[src/rtl/multicycle_control_if.sv]
`default_nettype none
// ============================================================================
//  Module   : multicycle_control_if
//  Purpose  : Bundles the opcode/handshake inputs and datapath controls of the
//             multi-cycle RV32I control FSM.
//  Revision : 1.0  initial release
// ============================================================================
interface multicycle_control_if #(
  parameter int CNT_W = 32
);
  logic [6:0]       opcode;
  logic             branch_comp;
  logic             imem_ready;
  logic             dmem_ready;
  logic             imem_req;
  logic             ir_write;
  logic             dmem_req;
  logic             dmem_write;
  logic             regfile_write;
  logic             pc_write;
  logic [1:0]       pc_next_address_sel;
  logic [2:0]       regfile_data_source_sel;
  logic             imm_alu_sel;
  logic             illegal_insn;
  logic             timeout;
  logic [2:0]       state;
  logic [CNT_W-1:0] instret;

  modport master (
    input  opcode, branch_comp, imem_ready, dmem_ready,
    output imem_req, ir_write, dmem_req, dmem_write, regfile_write, pc_write,
    output pc_next_address_sel, regfile_data_source_sel, imm_alu_sel,
    output illegal_insn, timeout, state, instret
  );

  modport slave (
    output opcode, branch_comp, imem_ready, dmem_ready,
    input  imem_req, ir_write, dmem_req, dmem_write, regfile_write, pc_write,
    input  pc_next_address_sel, regfile_data_source_sel, imm_alu_sel,
    input  illegal_insn, timeout, state, instret
  );
endinterface
`default_nettype wire

[src/rtl/multicycle_control.sv]
`default_nettype none
// ============================================================================
//  Module   : multicycle_control
//  Purpose  : Multi-cycle RV32I control FSM with variable-latency memory
//             handshake, illegal-opcode / timeout traps and instret counter.
//  Revision : 1.0  initial release
// ============================================================================
module multicycle_control #(
  parameter int MEM_TIMEOUT = 16,
  parameter int TIMEOUT_W   = 8,
  parameter int CNT_W       = 32
) (
  input wire                   clk,
  input wire                   rst,
  multicycle_control_if.master bus
);

  localparam logic [2:0] c_s_fetch     = 3'd0;
  localparam logic [2:0] c_s_decode    = 3'd1;
  localparam logic [2:0] c_s_execute   = 3'd2;
  localparam logic [2:0] c_s_mem       = 3'd3;
  localparam logic [2:0] c_s_writeback = 3'd4;
  localparam logic [2:0] c_s_trap      = 3'd7;

  localparam logic [6:0] c_opc_r      = 7'b0110011;
  localparam logic [6:0] c_opc_i      = 7'b0010011;
  localparam logic [6:0] c_opc_load   = 7'b0000011;
  localparam logic [6:0] c_opc_store  = 7'b0100011;
  localparam logic [6:0] c_opc_lui    = 7'b0110111;
  localparam logic [6:0] c_opc_auipc  = 7'b0010111;
  localparam logic [6:0] c_opc_jal    = 7'b1101111;
  localparam logic [6:0] c_opc_jalr   = 7'b1100111;
  localparam logic [6:0] c_opc_branch = 7'b1100011;

  logic [2:0]           r_state;
  logic [2:0]           w_state_next;
  logic [TIMEOUT_W-1:0] r_wait;
  logic [CNT_W-1:0]     r_instret;
  logic                 r_illegal;
  logic                 r_timeout;

  logic w_is_r, w_is_i, w_is_load, w_is_store, w_is_lui, w_is_auipc;
  logic w_is_jal, w_is_jalr, w_is_branch, w_legal;
  logic w_wait_phase, w_timeout_hit;

  logic       w_imem_req, w_ir_write, w_dmem_req, w_dmem_write;
  logic       w_regfile_write, w_pc_write, w_imm_alu_sel;
  logic [1:0] w_pc_sel;
  logic [2:0] w_data_sel;

  // Opcode classification
  always_comb begin
    w_is_r      = (bus.opcode == c_opc_r);
    w_is_i      = (bus.opcode == c_opc_i);
    w_is_load   = (bus.opcode == c_opc_load);
    w_is_store  = (bus.opcode == c_opc_store);
    w_is_lui    = (bus.opcode == c_opc_lui);
    w_is_auipc  = (bus.opcode == c_opc_auipc);
    w_is_jal    = (bus.opcode == c_opc_jal);
    w_is_jalr   = (bus.opcode == c_opc_jalr);
    w_is_branch = (bus.opcode == c_opc_branch);
    w_legal     = w_is_r | w_is_i | w_is_load | w_is_store | w_is_lui |
                  w_is_auipc | w_is_jal | w_is_jalr | w_is_branch;
  end

  assign w_wait_phase = ((r_state == c_s_fetch) && !bus.imem_ready) ||
                        ((r_state == c_s_mem)   && !bus.dmem_ready);

  // The limit is hit on the waiting cycle that would take the counter to
  // MEM_TIMEOUT; a ready in that same cycle keeps w_wait_phase low.
  if (MEM_TIMEOUT != 0) begin : g_timeout
    localparam logic [TIMEOUT_W-1:0] c_limit = TIMEOUT_W'(MEM_TIMEOUT - 1);
    assign w_timeout_hit = w_wait_phase && (r_wait == c_limit);
  end else begin : g_no_timeout
    assign w_timeout_hit = 1'b0;
  end

  // State register
  always_ff @(posedge clk or posedge rst) begin
    if (rst) r_state <= c_s_fetch;
    else     r_state <= w_state_next;
  end

  // Next-state logic
  always_comb begin
    w_state_next = r_state;
    case (r_state)
      c_s_fetch: begin
        if (bus.imem_ready)     w_state_next = c_s_decode;
        else if (w_timeout_hit) w_state_next = c_s_trap;
      end
      c_s_decode:
        w_state_next = w_legal ? c_s_execute : c_s_trap;
      c_s_execute: begin
        if (w_is_load || w_is_store) w_state_next = c_s_mem;
        else if (w_is_branch)        w_state_next = c_s_fetch;
        else                         w_state_next = c_s_writeback;
      end
      c_s_mem: begin
        if (bus.dmem_ready)     w_state_next = w_is_store ? c_s_fetch : c_s_writeback;
        else if (w_timeout_hit) w_state_next = c_s_trap;
      end
      c_s_writeback:
        w_state_next = c_s_fetch;
      c_s_trap:
        w_state_next = c_s_trap;
      default:
        w_state_next = c_s_fetch;
    endcase
  end

  // Output logic
  always_comb begin
    w_imem_req      = 1'b0;
    w_ir_write      = 1'b0;
    w_dmem_req      = 1'b0;
    w_dmem_write    = 1'b0;
    w_regfile_write = 1'b0;
    w_pc_write      = 1'b0;
    w_pc_sel        = 2'd0;
    w_data_sel      = 3'd0;
    w_imm_alu_sel   = 1'b0;
    case (r_state)
      c_s_fetch: begin
        w_imem_req = 1'b1;
        w_ir_write = bus.imem_ready;
      end
      c_s_execute:
        w_pc_write = w_is_branch;
      c_s_mem: begin
        w_dmem_req   = 1'b1;
        w_dmem_write = w_is_store;
        w_pc_write   = w_is_store && bus.dmem_ready;
      end
      c_s_writeback: begin
        w_regfile_write = 1'b1;
        w_pc_write      = 1'b1;
      end
      default: ;
    endcase
    if ((r_state == c_s_execute) || (r_state == c_s_mem) || (r_state == c_s_writeback)) begin
      if (w_is_jal)                          w_pc_sel = 2'd1;
      else if (w_is_jalr)                    w_pc_sel = 2'd2;
      else if (w_is_branch && bus.branch_comp) w_pc_sel = 2'd3;
      if (w_is_load)                     w_data_sel = 3'd1;
      else if (w_is_jal || w_is_jalr)    w_data_sel = 3'd2;
      else if (w_is_lui)                 w_data_sel = 3'd3;
      else if (w_is_auipc)               w_data_sel = 3'd4;
      w_imm_alu_sel = w_is_i | w_is_load | w_is_store | w_is_jalr;
    end
  end

  // Wait counter saturates so a disabled timeout never wraps back to zero
  always_ff @(posedge clk or posedge rst) begin
    if (rst)                   r_wait <= '0;
    else if (!w_wait_phase)    r_wait <= '0;
    else if (r_wait != '1)     r_wait <= r_wait + 1'b1;
  end

  always_ff @(posedge clk or posedge rst) begin
    if (rst)             r_instret <= '0;
    else if (w_pc_write) r_instret <= r_instret + 1'b1;
  end

  always_ff @(posedge clk or posedge rst) begin
    if (rst) begin
      r_illegal <= 1'b0;
      r_timeout <= 1'b0;
    end else begin
      if ((r_state == c_s_decode) && !w_legal) r_illegal <= 1'b1;
      if (w_timeout_hit)                       r_timeout <= 1'b1;
    end
  end

  // Strobes are forced low while reset is held so an aborted access drops at once
  assign bus.imem_req                = w_imem_req      & ~rst;
  assign bus.ir_write                = w_ir_write      & ~rst;
  assign bus.dmem_req                = w_dmem_req      & ~rst;
  assign bus.dmem_write              = w_dmem_write    & ~rst;
  assign bus.regfile_write           = w_regfile_write & ~rst;
  assign bus.pc_write                = w_pc_write      & ~rst;
  assign bus.pc_next_address_sel     = rst ? 2'd0 : w_pc_sel;
  assign bus.regfile_data_source_sel = rst ? 3'd0 : w_data_sel;
  assign bus.imm_alu_sel             = w_imm_alu_sel   & ~rst;
  assign bus.illegal_insn            = r_illegal;
  assign bus.timeout                 = r_timeout;
  assign bus.state                   = r_state;
  assign bus.instret                 = r_instret;

endmodule
`default_nettype wire

[src/flat_wrapper.sv]
// flat-port wrapper written by rule: the top's interface ports become plain ports
module multicycle_control_flat 
#(
  parameter int MEM_TIMEOUT = 16,
  parameter int TIMEOUT_W   = 8,
  parameter int CNT_W       = 32
)
  (clk, rst, bus_opcode, bus_branch_comp, bus_imem_ready, bus_dmem_ready, bus_imem_req, bus_ir_write, bus_dmem_req, bus_dmem_write, bus_regfile_write, bus_pc_write, bus_pc_next_address_sel, bus_regfile_data_source_sel, bus_imm_alu_sel, bus_illegal_insn, bus_timeout, bus_state, bus_instret);
  multicycle_control_if #(.CNT_W(CNT_W)) bus_i ();
  input wire clk;
  input wire rst;
  input wire logic [$bits(bus_i.opcode)-1:0] bus_opcode;
  input wire logic [$bits(bus_i.branch_comp)-1:0] bus_branch_comp;
  input wire logic [$bits(bus_i.imem_ready)-1:0] bus_imem_ready;
  input wire logic [$bits(bus_i.dmem_ready)-1:0] bus_dmem_ready;
  output wire logic [$bits(bus_i.imem_req)-1:0] bus_imem_req;
  output wire logic [$bits(bus_i.ir_write)-1:0] bus_ir_write;
  output wire logic [$bits(bus_i.dmem_req)-1:0] bus_dmem_req;
  output wire logic [$bits(bus_i.dmem_write)-1:0] bus_dmem_write;
  output wire logic [$bits(bus_i.regfile_write)-1:0] bus_regfile_write;
  output wire logic [$bits(bus_i.pc_write)-1:0] bus_pc_write;
  output wire logic [$bits(bus_i.pc_next_address_sel)-1:0] bus_pc_next_address_sel;
  output wire logic [$bits(bus_i.regfile_data_source_sel)-1:0] bus_regfile_data_source_sel;
  output wire logic [$bits(bus_i.imm_alu_sel)-1:0] bus_imm_alu_sel;
  output wire logic [$bits(bus_i.illegal_insn)-1:0] bus_illegal_insn;
  output wire logic [$bits(bus_i.timeout)-1:0] bus_timeout;
  output wire logic [$bits(bus_i.state)-1:0] bus_state;
  output wire logic [$bits(bus_i.instret)-1:0] bus_instret;
  assign bus_i.opcode = bus_opcode;
  assign bus_i.branch_comp = bus_branch_comp;
  assign bus_i.imem_ready = bus_imem_ready;
  assign bus_i.dmem_ready = bus_dmem_ready;
  assign bus_imem_req = bus_i.imem_req;
  assign bus_ir_write = bus_i.ir_write;
  assign bus_dmem_req = bus_i.dmem_req;
  assign bus_dmem_write = bus_i.dmem_write;
  assign bus_regfile_write = bus_i.regfile_write;
  assign bus_pc_write = bus_i.pc_write;
  assign bus_pc_next_address_sel = bus_i.pc_next_address_sel;
  assign bus_regfile_data_source_sel = bus_i.regfile_data_source_sel;
  assign bus_imm_alu_sel = bus_i.imm_alu_sel;
  assign bus_illegal_insn = bus_i.illegal_insn;
  assign bus_timeout = bus_i.timeout;
  assign bus_state = bus_i.state;
  assign bus_instret = bus_i.instret;
  multicycle_control #(.MEM_TIMEOUT(MEM_TIMEOUT), .TIMEOUT_W(TIMEOUT_W), .CNT_W(CNT_W)) u_core (.clk(clk), .rst(rst), .bus(bus_i));
endmodule
[config.mk]
export PLATFORM = sky130hd
export DESIGN_NAME = multicycle_control_flat
export DESIGN_NICKNAME = d
export VERILOG_FILES = /design/src/rtl/multicycle_control_if.sv /design/src/rtl/multicycle_control.sv /design/src/flat_wrapper.sv
export SDC_FILE = /design/constraint.sdc
export NUM_CORES = 1
export LEC_CHECK = 0
export BUFFER_PORTS_ARGS = -buffer_cell sky130_fd_sc_hd__buf_2
export CORE_MARGIN = 5
export CORE_UTILIZATION = 59
export CTS_BUF_LIST = sky130_fd_sc_hd__clkbuf_8
export CTS_CLUSTER_DIAMETER = 150
export DETAILED_ROUTE_END_ITERATION = 8
export PLACE_DENSITY = 0.92
export REMOVE_ABC_BUFFERS = 1
export SLEW_MARGIN = 0
export SYNTH_ARGS = -nofsm -noshare
export SYNTH_HDL_FRONTEND = slang
export SYNTH_SLANG_ARGS = --single-unit
[constraint.sdc]
create_clock -name clk -period 3.7 [get_ports clk]
set_input_delay 0.185 -clock clk [delete_from_list [all_inputs] [get_ports clk]]
set_output_delay 0.185 -clock clk [all_outputs]
set_load 0.01 [all_outputs]
Word-level counts from Yosys, hierarchy flattened
Cells that the tools add are included.

storage, ports and cells
  register bits after elaboration = 45
  bits of input ports = 12
  output and inout port bits = 49
  word-level logic and storage cells = 86

operators by class
  add/sub/neg operators = 2
  eq/ne operators = 17
  mux-type cells = 28
  bitwise logic cells = 19
  reduce and logical (&&, ||, !) cells = 15

operators by type and width
  cell                                                 number
  two-way mux 3 bit                                    13
  adder 32 x 1 -> 32 bit, second input constant        1
  equality test 7 x 6 -> 1 bit, second input constant  3
  equality test 7 bit, second input constant           3
  two-way mux 8 bit                                    2
  case mux 3 bit (5 select lines)                      1
  equality test 7 x 5 -> 1 bit, second input constant  2
  OR 1 bit                                             11
  two-way mux 2 bit                                    5
  adder 8 x 1 -> 8 bit, second input constant          1
  equality test 8 x 4 -> 1 bit, second input constant  1
  inequality test 8 bit, second input constant         1
  AND 1 bit                                            7
  equality test 7 x 2 -> 1 bit, second input constant  1
  equality test 3 x 2 -> 1 bit, second input constant  2
  equality test 3 bit, second input constant           2
  logical AND 1 bit                                    6
  two-way mux 1 bit                                    6
  logical OR 1 bit                                     5
  equality test 3 x 1 -> 1 bit, second input constant  1
  zero test 1 bit                                      3
  zero test 3 bit                                      1
  case mux 1 bit (3 select lines)                      1
  inequality test 2 bit, second input constant         1
  inverter 1 bit                                       1

Longest topological paths before layout
Gate-level depths: netlist of the first run.

  word-level depth = 11
  depth in mapped cells = 7
  gate-level depth less buffers = 6

Worst setup path before layout of the first run
No wires, ideal clock.

  path type = input-to-output
  from = in rst
  to = out bus_pc_next_address_sel[1]
  data arrival time = 2.048 ns
  path slack = 1.467 ns
  cell stages on the path = 3
  path through = inv_1 -> nand2_1 -> nor4b_1

between the ends
  longest elaborated chain between the ends = 1

RTL lines
  what               RTL line                   source
  from (decl)        flat_wrapper.sv:11         input wire rst;
  two-way mux 2 bit  multicycle_control.sv:182  assign bus.pc_next_address_sel = rst ? 2'd0 : w_pc_sel;
  to (decl)          flat_wrapper.sv:22         output wire logic [$bits(bus_i.pc_next_address_sel)-1:0] bus_pc_next_address_sel;

Every way passes these cells.

Worst setup path after layout of the first run
  from = reg u_core.r_state[0] (netlist: u_core.bus.state[0])
  to = reg u_core.r_instret[19] (netlist: u_core.bus.instret[19])

between the ends
  longest elaborated chain between the ends = 2

RTL lines
  what                                                                 RTL line                   source
  from (decl)                                                          multicycle_control.sv:35   logic [2:0] r_state;
  from (signal assigned)                                               multicycle_control.sv:80   if (rst) r_state <= c_s_fetch;
  from (signal assigned)                                               multicycle_control.sv:81   else r_state <= w_state_next;
  equality test 3 bit or equality test 3 x 2 -> 1 bit (tied branches)  multicycle_control.sv:123  case (r_state)
  case mux 1 bit (3 select lines) (*)                                  multicycle_control.sv:123
  to (signal assigned)                                                 multicycle_control.sv:162  else if (w_pc_write) r_instret <= r_instret + 1'b1;
  to (decl)                                                            multicycle_control.sv:38   logic [CNT_W-1:0] r_instret;

Every way passes the cells marked *; elsewhere a longest branch is shown, timed or not.
A chain may end at the register's enable or synchronous reset.

==> results of run 1 <==
## synthesized netlist by cell type, drive strengths merged, types with 3 or more instances
master and count:
buf 3, and2 5, xor2 14, xnor2 19
nor3b 4, clkbuf 5, nand4 7, nand3 18
dfrtp 45, nand2 27, nor4 6, and3 8
o21ai 5, inv 7, nor3 12, nor2b 3
nor2 28, nand2b 3, a21oi 4
## stage by stage
step	instances	total power, mW
2_1_floorplan	248	0.839
4_1_cts	368	1.27
3_3_place_gp	360	0.953
5_1_grt	368	1.34
3_5_place_dp	360	0.969
6_report	368	1.26
## power by group through the flow
stage | combinational (mW) | clock, mW | sequential (mW)
floorplan | 0.196 | 0 | 0.643
detailed placement | 0.329 | 0 | 0.640
CTS | 0.333 | 0.305 | 0.631
finish | 0.331 | 0.300 | 0.633
global placement | 0.319 | 0 | 0.634
global route | 0.369 | 0.325 | 0.645
## per-layer routing
| metal | share of wire | vias up | track usage |
|---|---|---|---|
| li1 | - | 1014 | - |
| met1 | 0.43 | 1021 | 0.270 |
| met2 | 0.50 | 57 | 0.346 |
| met3 | 0.050 | 11 | 0.0541 |
| met4 | 0.022 | 0 | 0.0870 |
| met5 | 0 | - | 0 |
## registers in the layout (all words and copies together), names as in the netlist
| register | count |
|---|---|
| u_core.r_wait | 8 |
| u_core.bus.instret | 32 |
| u_core.bus.illegal_insn | 1 |
| u_core.bus.timeout | 1 |
| u_core.bus.state | 3 |
## worst reg2reg max path, delay by kind of cell, from the launching register on
kind | cells | cell delay (ns)
xor+xnor | 1 | 0.12
flops | 1 | 0.58
simple gates | 2 | 0.56
compound gates | 2 | 0.85
## layout by cell type, fill, tap and decap left out, drive strengths merged, types with 4 or more instances in the layout
cell and instances:
buf 62, nand4 7, clkbuf 5, nand2 27
o21ai 5, nor3b 4, nor2 28, xnor2 19
xor2 14, inv 8, and3 8, a21oi 4
dfrtp 45, nand3 18, nor4 6, nor3 12
and2 5
## final timing paths
path / endpoint / from / slack [ns]
max: u_core.bus.instret[19]$_DFFE_PP0P_ / u_core.bus.state[0]$_DFF_PP0_ / 1.51
min: u_core.bus.state[2]$_DFF_PP0_ / rst / 0.04
max reg2reg: u_core.bus.instret[19]$_DFFE_PP0P_ / u_core.bus.state[0]$_DFF_PP0_ / 1.51
min reg2reg: u_core.bus.instret[31]$_DFFE_PP0P_ / u_core.bus.instret[31]$_DFFE_PP0P_ / 0.48
max in group asynchronous: u_core.bus.instret[1]$_DFFE_PP0P_ / rst / 3.28
min in group clk: u_core.bus.state[2]$_DFF_PP0_ / bus_dmem_ready / 0.23
## cells by family after synthesis
family	count (synthesis)	synth area share
AO/OA/AOI/OAI	24	0.0740
XOR/XNOR	33	0.118
adder cells (fa/ha/maj)	2	0.0102
buffers and inverters	15	0.0281
flip-flops	45	0.459
multiplexers	2	0.00817
AND/OR/NAND/NOR	135	0.302
## final cells by class
class                      instances  area share
multi-input combinational        196       0.437
timing repair buffer              62       0.110
tap                               50      0.0218
sequential                        45       0.392
clock inverter                     3     0.00653
inverter                           7     0.00914
clock buffer                       5      0.0239
==> results.ini, run 1 <==
[outcome]
status = complete, no violations

[route]
dr.pass1.iters = 4
wirelength_um = 5560
vias_per_cell = 5.71
ant_nets = 0
wl_per_cell_um = 15.1
num_vias = 2103
drc = 0
drt-initial-drc-count = 130

[sta]
hold-worst-slack_ns = 0.0438
setup_tns_ns = 0
relSlewSlack = 0.429
clock-skew-final_ns = 0.00866
final_max_slew_viol_count = 0
grt_setup_unrepaired = false
hold_viol = 0
fin_ws_ns = 1.51
fin_crit_ns = 2.19
setup_violations = 0
tightestPinTransition_ns = 0.849
fmax_ghz = 0.456
fin_crit_sh = 0.593

[synth]
synth_flop_cell = dfrtp_1
synthArstFlopShare = 1.00
yosysTopAreaCellShare = 0.459
yosysSeqAreaShare = 0.459
yosys-top-cells-area = dfrtp_1 (46%), xnor2_1 (6.8%), xor2_1 (5.0%)
ys_warn_count = 0
avgSynthCellArea_um2 = 9.57
netlist_instances = 256
synth.distinct_cells = 50
synth_largest_area_cell = dfrtp_1
synth_edf_count = 0
syn-cell-area_mm2 = 0.00245
synth-seq-cells = 45

[cts]
cts_buffers = 5
clk_pin_slew_ns = 0.09
clock-sinks = 45
cts_tree = done
clockRootBuffer = clkbuf_8
clk_latency_ns = 0.31
cts_resized = 0
cts_buffer_depth = 2
ctsHoldBuffers = 0
cts_max_level = 2
cts_setup_buffers = 0

[setup_path]
critPathBufInv = 0
worst-path-stages = 5
crit_family = compound AO/OA/AOI/OAI gates
worstPathArrival_ns = 2.39
crit_path_cell_trace = and3b_1 -> o2111ai_2 -> a2111o_1 -> or2b_1 -> xnor2_1
crit_type = register to register
crit_slowest_cell = a2111o_1
required_ns = 3.90
r2r_cells = 5
startpoint_type = register
end_kind = register
cp_slowest_stage_delay_ns = 0.67
crit_fanout = 15

[layout]
nNetsFinal = 331
num_antenna_cells = 0
nFillCells = 275
final_area_mm2 = 0.00287
multiInputGateArea_mm2 = 0.00126
seqCellArea_mm2 = 0.00113
drive_gt1_frac = 0.267
final_core_util = 0.718
syn_to_final_growth_pct = 17.3

[power_and_ir_drop]
clock_power_share = 0.237
switchingPower_uw = 457
power_frac_comb = 0.262
p_int_uw = 807
power_frac_seq = 0.501
p_leak_nw = 1.27
swShare = 0.361
powerDensity_mw_per_mm2 = 440
ir_drop_mv = 0.471

[global_route]
grt_pass1_wl_um = 9050
grt_max_degree = 47
grt_pass1_vias = 2019
antenna_found_initial = 0
grt.total_usage = 0.212
overflow = 0

[floorplanning]
core_mm2 = 0.00400
rows = 23
fp.dieArea_mm2 = 0.00554
die_h_um = 74.5
start_util = 0.613
pin_count = 61
chipWidth_um = 74.5

[place]
place_area_mm2 = 0.00279
hpwl_um = 4130
portBuffers = 60
dp_slack_ns = 1.53
place_congestion = 0.912

[flow_run]
drv_cap = 0

[worst_hold_path]
hold_path.class = input port to asynchronous set/reset pin

Note: power is estimated with default switching activity, not from simulation.
==> run 2: changes to the inputs <==
- CORE_UTILIZATION: 59 -> 55
- PLACE_DENSITY: 0.92 -> 0.87
- clock period: 3.7 -> 2.06 ns (I/O delays scaled with it)
==> run 2 against run 1 <==
  * Critical path depth grew 3
  * Clock power grew 120%
  * Non-clock buffer count grew 8
  * Wire length grew 8.6%
  * Setup slack lost 1.5 ns
  * Die area grew 6.3%
  * Global-route usage shrank 0.40 points
  * Sequential share of layout area shrank 1.8 points
  * Power grew 100%
  * Sequential power grew 71%
  * Hold slack lost 0.024 ns
  * Via count grew 2.9%
  * Critical endpoint is now bus_pc_next_address_sel[0]
  * Largest cell class unchanged
  * Largest power group unchanged
==> results.ini, run 2 (same netlist as run 1, synthesis figures left out) <==
[outcome]
status = complete, no violations  ; unchanged

[route]
drc = 0  ; unchanged
ant_nets = 0  ; unchanged
wirelength_um = 6040  ; was 5560 um
num_vias = 2163  ; was 2,103
drt-initial-drc-count = 135  ; was 130
wl_per_cell_um = 16.0  ; was 15.1 um
dr.pass1.iters = 4  ; unchanged
vias_per_cell = 5.72  ; was 5.71

[power_and_ir_drop]
powerDensity_mw_per_mm2 = 843  ; was 440 mW/mm^2
ir_drop_mv = 0.839  ; was 0.471 mV
p_leak_nw = 1.34  ; was 1.27 nW
total_power_mw = 2.54  ; was 1.26 mW

[floorplanning]
core_mm2 = 0.00432  ; was 0.00400 mm^2
start_util = 0.567  ; was 0.613
rows = 24  ; was 23
die_h_um = 76.8  ; was 74.5 um
chipWidth_um = 76.8  ; was 74.5 um
pin_count = 61  ; unchanged
fp.dieArea_mm2 = 0.00589  ; was 0.00554 mm^2

[layout]
final_common_cell = buf_2  ; unchanged
mostFrequentLayoutCells = buf_2 (60), dfrtp_1 (45), nor2_1 (27)  ; was buf_2 (60), dfrtp_1 (45), nor2_1 (28)
syn_to_final_growth_pct = 22.8  ; was 17.3%
final_core_util = 0.696  ; was 0.718
nNetsFinal = 339  ; was 331
fin_cells = 378  ; was 368
largest_register_ffs = 32  ; unchanged
drive_gt1_frac = 0.298  ; was 0.267
num_antenna_cells = 0  ; unchanged

[place]
hpwl_um = 4290  ; was 4130 um
placedCellCount = 370  ; was 360
place_congestion = 0.869  ; was 0.912
portBuffers = 60  ; unchanged

[cts]
cts_setup_buffers = 0  ; unchanged
cts_tree = done  ; unchanged
clock-sinks = 45  ; unchanged
clk_latency_ns = 0.30  ; was 0.31 ns
clk_pin_slew_ns = 0.08  ; was 0.09 ns
cts_buffers = 5  ; unchanged
clockRootBuffer = clkbuf_8  ; unchanged
ctsHoldBuffers = 0  ; unchanged
cts_max_level = 2  ; unchanged
cts_buffer_depth = 2  ; unchanged

[sta]
setup_violations = 0  ; unchanged
fin_crit_sh = 0.976
hold-worst-slack_ns = 0.0199  ; was 0.0438 ns
fmax_ghz = 0.497
setup_tns_ns = 0  ; unchanged
final_max_slew_viol_count = 0  ; unchanged
hold_viol = 0  ; unchanged
clock-skew-final_ns = 0.00882  ; was 0.00866 ns
tightestPinTransition_ns = 0.673  ; was 0.849 ns
fin_crit_ns = 2.01
relSlewSlack = 0.547  ; was 0.429

[setup_path]
ff2ff_setup_slack_ns = 0.12  ; was 1.51 ns
r2r_cells = 7  ; was 5
end_kind = output port  ; was register
crit_fanout = 11  ; was 15
rr_startpoint = u_core.bus.state[1]$_DFF_PP0_  ; was u_core.bus.state[0]$_DFF_PP0_
crit_type = register to output port  ; was register to register
r2r_end = u_core.bus.instret[31]$_DFFE_PP0P_  ; was u_core.bus.instret[19]$_DFFE_PP0P_
worstPathArrival_ns = 1.91  ; was 2.39 ns
required_ns = 1.96  ; was 3.90 ns
startpoint_type = register  ; unchanged

[global_route]
grt.total_usage = 0.208  ; was 0.212
grt_pass1_vias = 2100  ; was 2,019
grt_pass1_wl_um = 10200  ; was 9050 um
grt_max_degree = 46  ; was 47
antenna_found_initial = 0  ; unchanged
overflow = 0  ; unchanged

[worst_hold_path]
hold_path.class = input port to asynchronous set/reset pin  ; unchanged

[flow_run]
drv_cap = 0  ; unchanged

run 2: how the worst max path moves through the flow:
stage | startpoint | endpoint | slack [ns] | depth (start not counted)
after floorplan | u_core.bus.state[0]$_DFF_PP0_ | u_core.bus.instret[30]$_DFFE_PP0P_ | -0.21 | 5
after global placement | u_core.bus.state[2]$_DFF_PP0_ | u_core.bus.instret[29]$_DFFE_PP0P_ | 0.25 | 6
after detailed placement | u_core.bus.state[2]$_DFF_PP0_ | u_core.bus.instret[31]$_DFFE_PP0P_ | 0.12 | 6
after CTS | u_core.bus.state[1]$_DFF_PP0_ | bus_pc_next_address_sel[1] | 0.05 | 8
after global routing | u_core.bus.state[1]$_DFF_PP0_ | bus_pc_next_address_sel[0] | -0.07 | 8
final | u_core.bus.state[1]$_DFF_PP0_ | bus_pc_next_address_sel[0] | 0.05 | 8
run 2: worst max-delay path, cell delays in order (launching register included):
cell and delay, ns:
dfrtp_1 0.40, buf_4 0.18, nor2_2 0.12, nand2_2 0.11, buf_4 0.17, nand2_1 0.11, nand2_4 0.10, nor4_2 0.25
buf_2 0.17
run 2: metrics by stage:
| stage | setup slack, ns | cell area, um^2 |
|---|---|---|
| after floorplan | -0.214 | 2410 |
| after global placement | 0.253 | 2850 |
| after detailed placement | 0.116 | 2850 |
| after CTS | 0.0473 | 2970 |
| after global routing | -0.0680 | 3010 |
| final | 0.0496 | 3010 |
run 2: power breakdown:
group | leakage [nW] | switching, mW | internal (mW)
logic | 0.719 | 0.480 | 0.306
registers | 0.557 | 0.106 | 0.973
clock network | 0.0595 | 0.312 | 0.360
total | 1.34 | 0.899 | 1.64
run 2: what timing repair did:
| action | in CTS | in global routing |
|---|---|---|
| endpoints found under the setup margin | 1 | 15 |
| gates cloned | 0 | 0 |
| gates resized for setup | 2 | 6 |
| pin swaps | 0 | 2 |
run 2: routing by layer:
layer | GRT usage | wire (um)
met5 | 0 | 0
met4 | 0.0717 | 89
met3 | 0.0504 | 324
met2 | 0.336 | 3020
met1 | 0.272 | 2600
run 2: cell type report:
class | instances | area [um^2]
fillers | 331 | 1320
flip-flops and latches | 45 | 1130
inverters | 7 | 26.3
clock inverters | 3 | 42.5
clock buffers | 5 | 68.8
repair buffers | 70 | 375
well taps | 52 | 65.1
multi-input cells | 196 | 1310
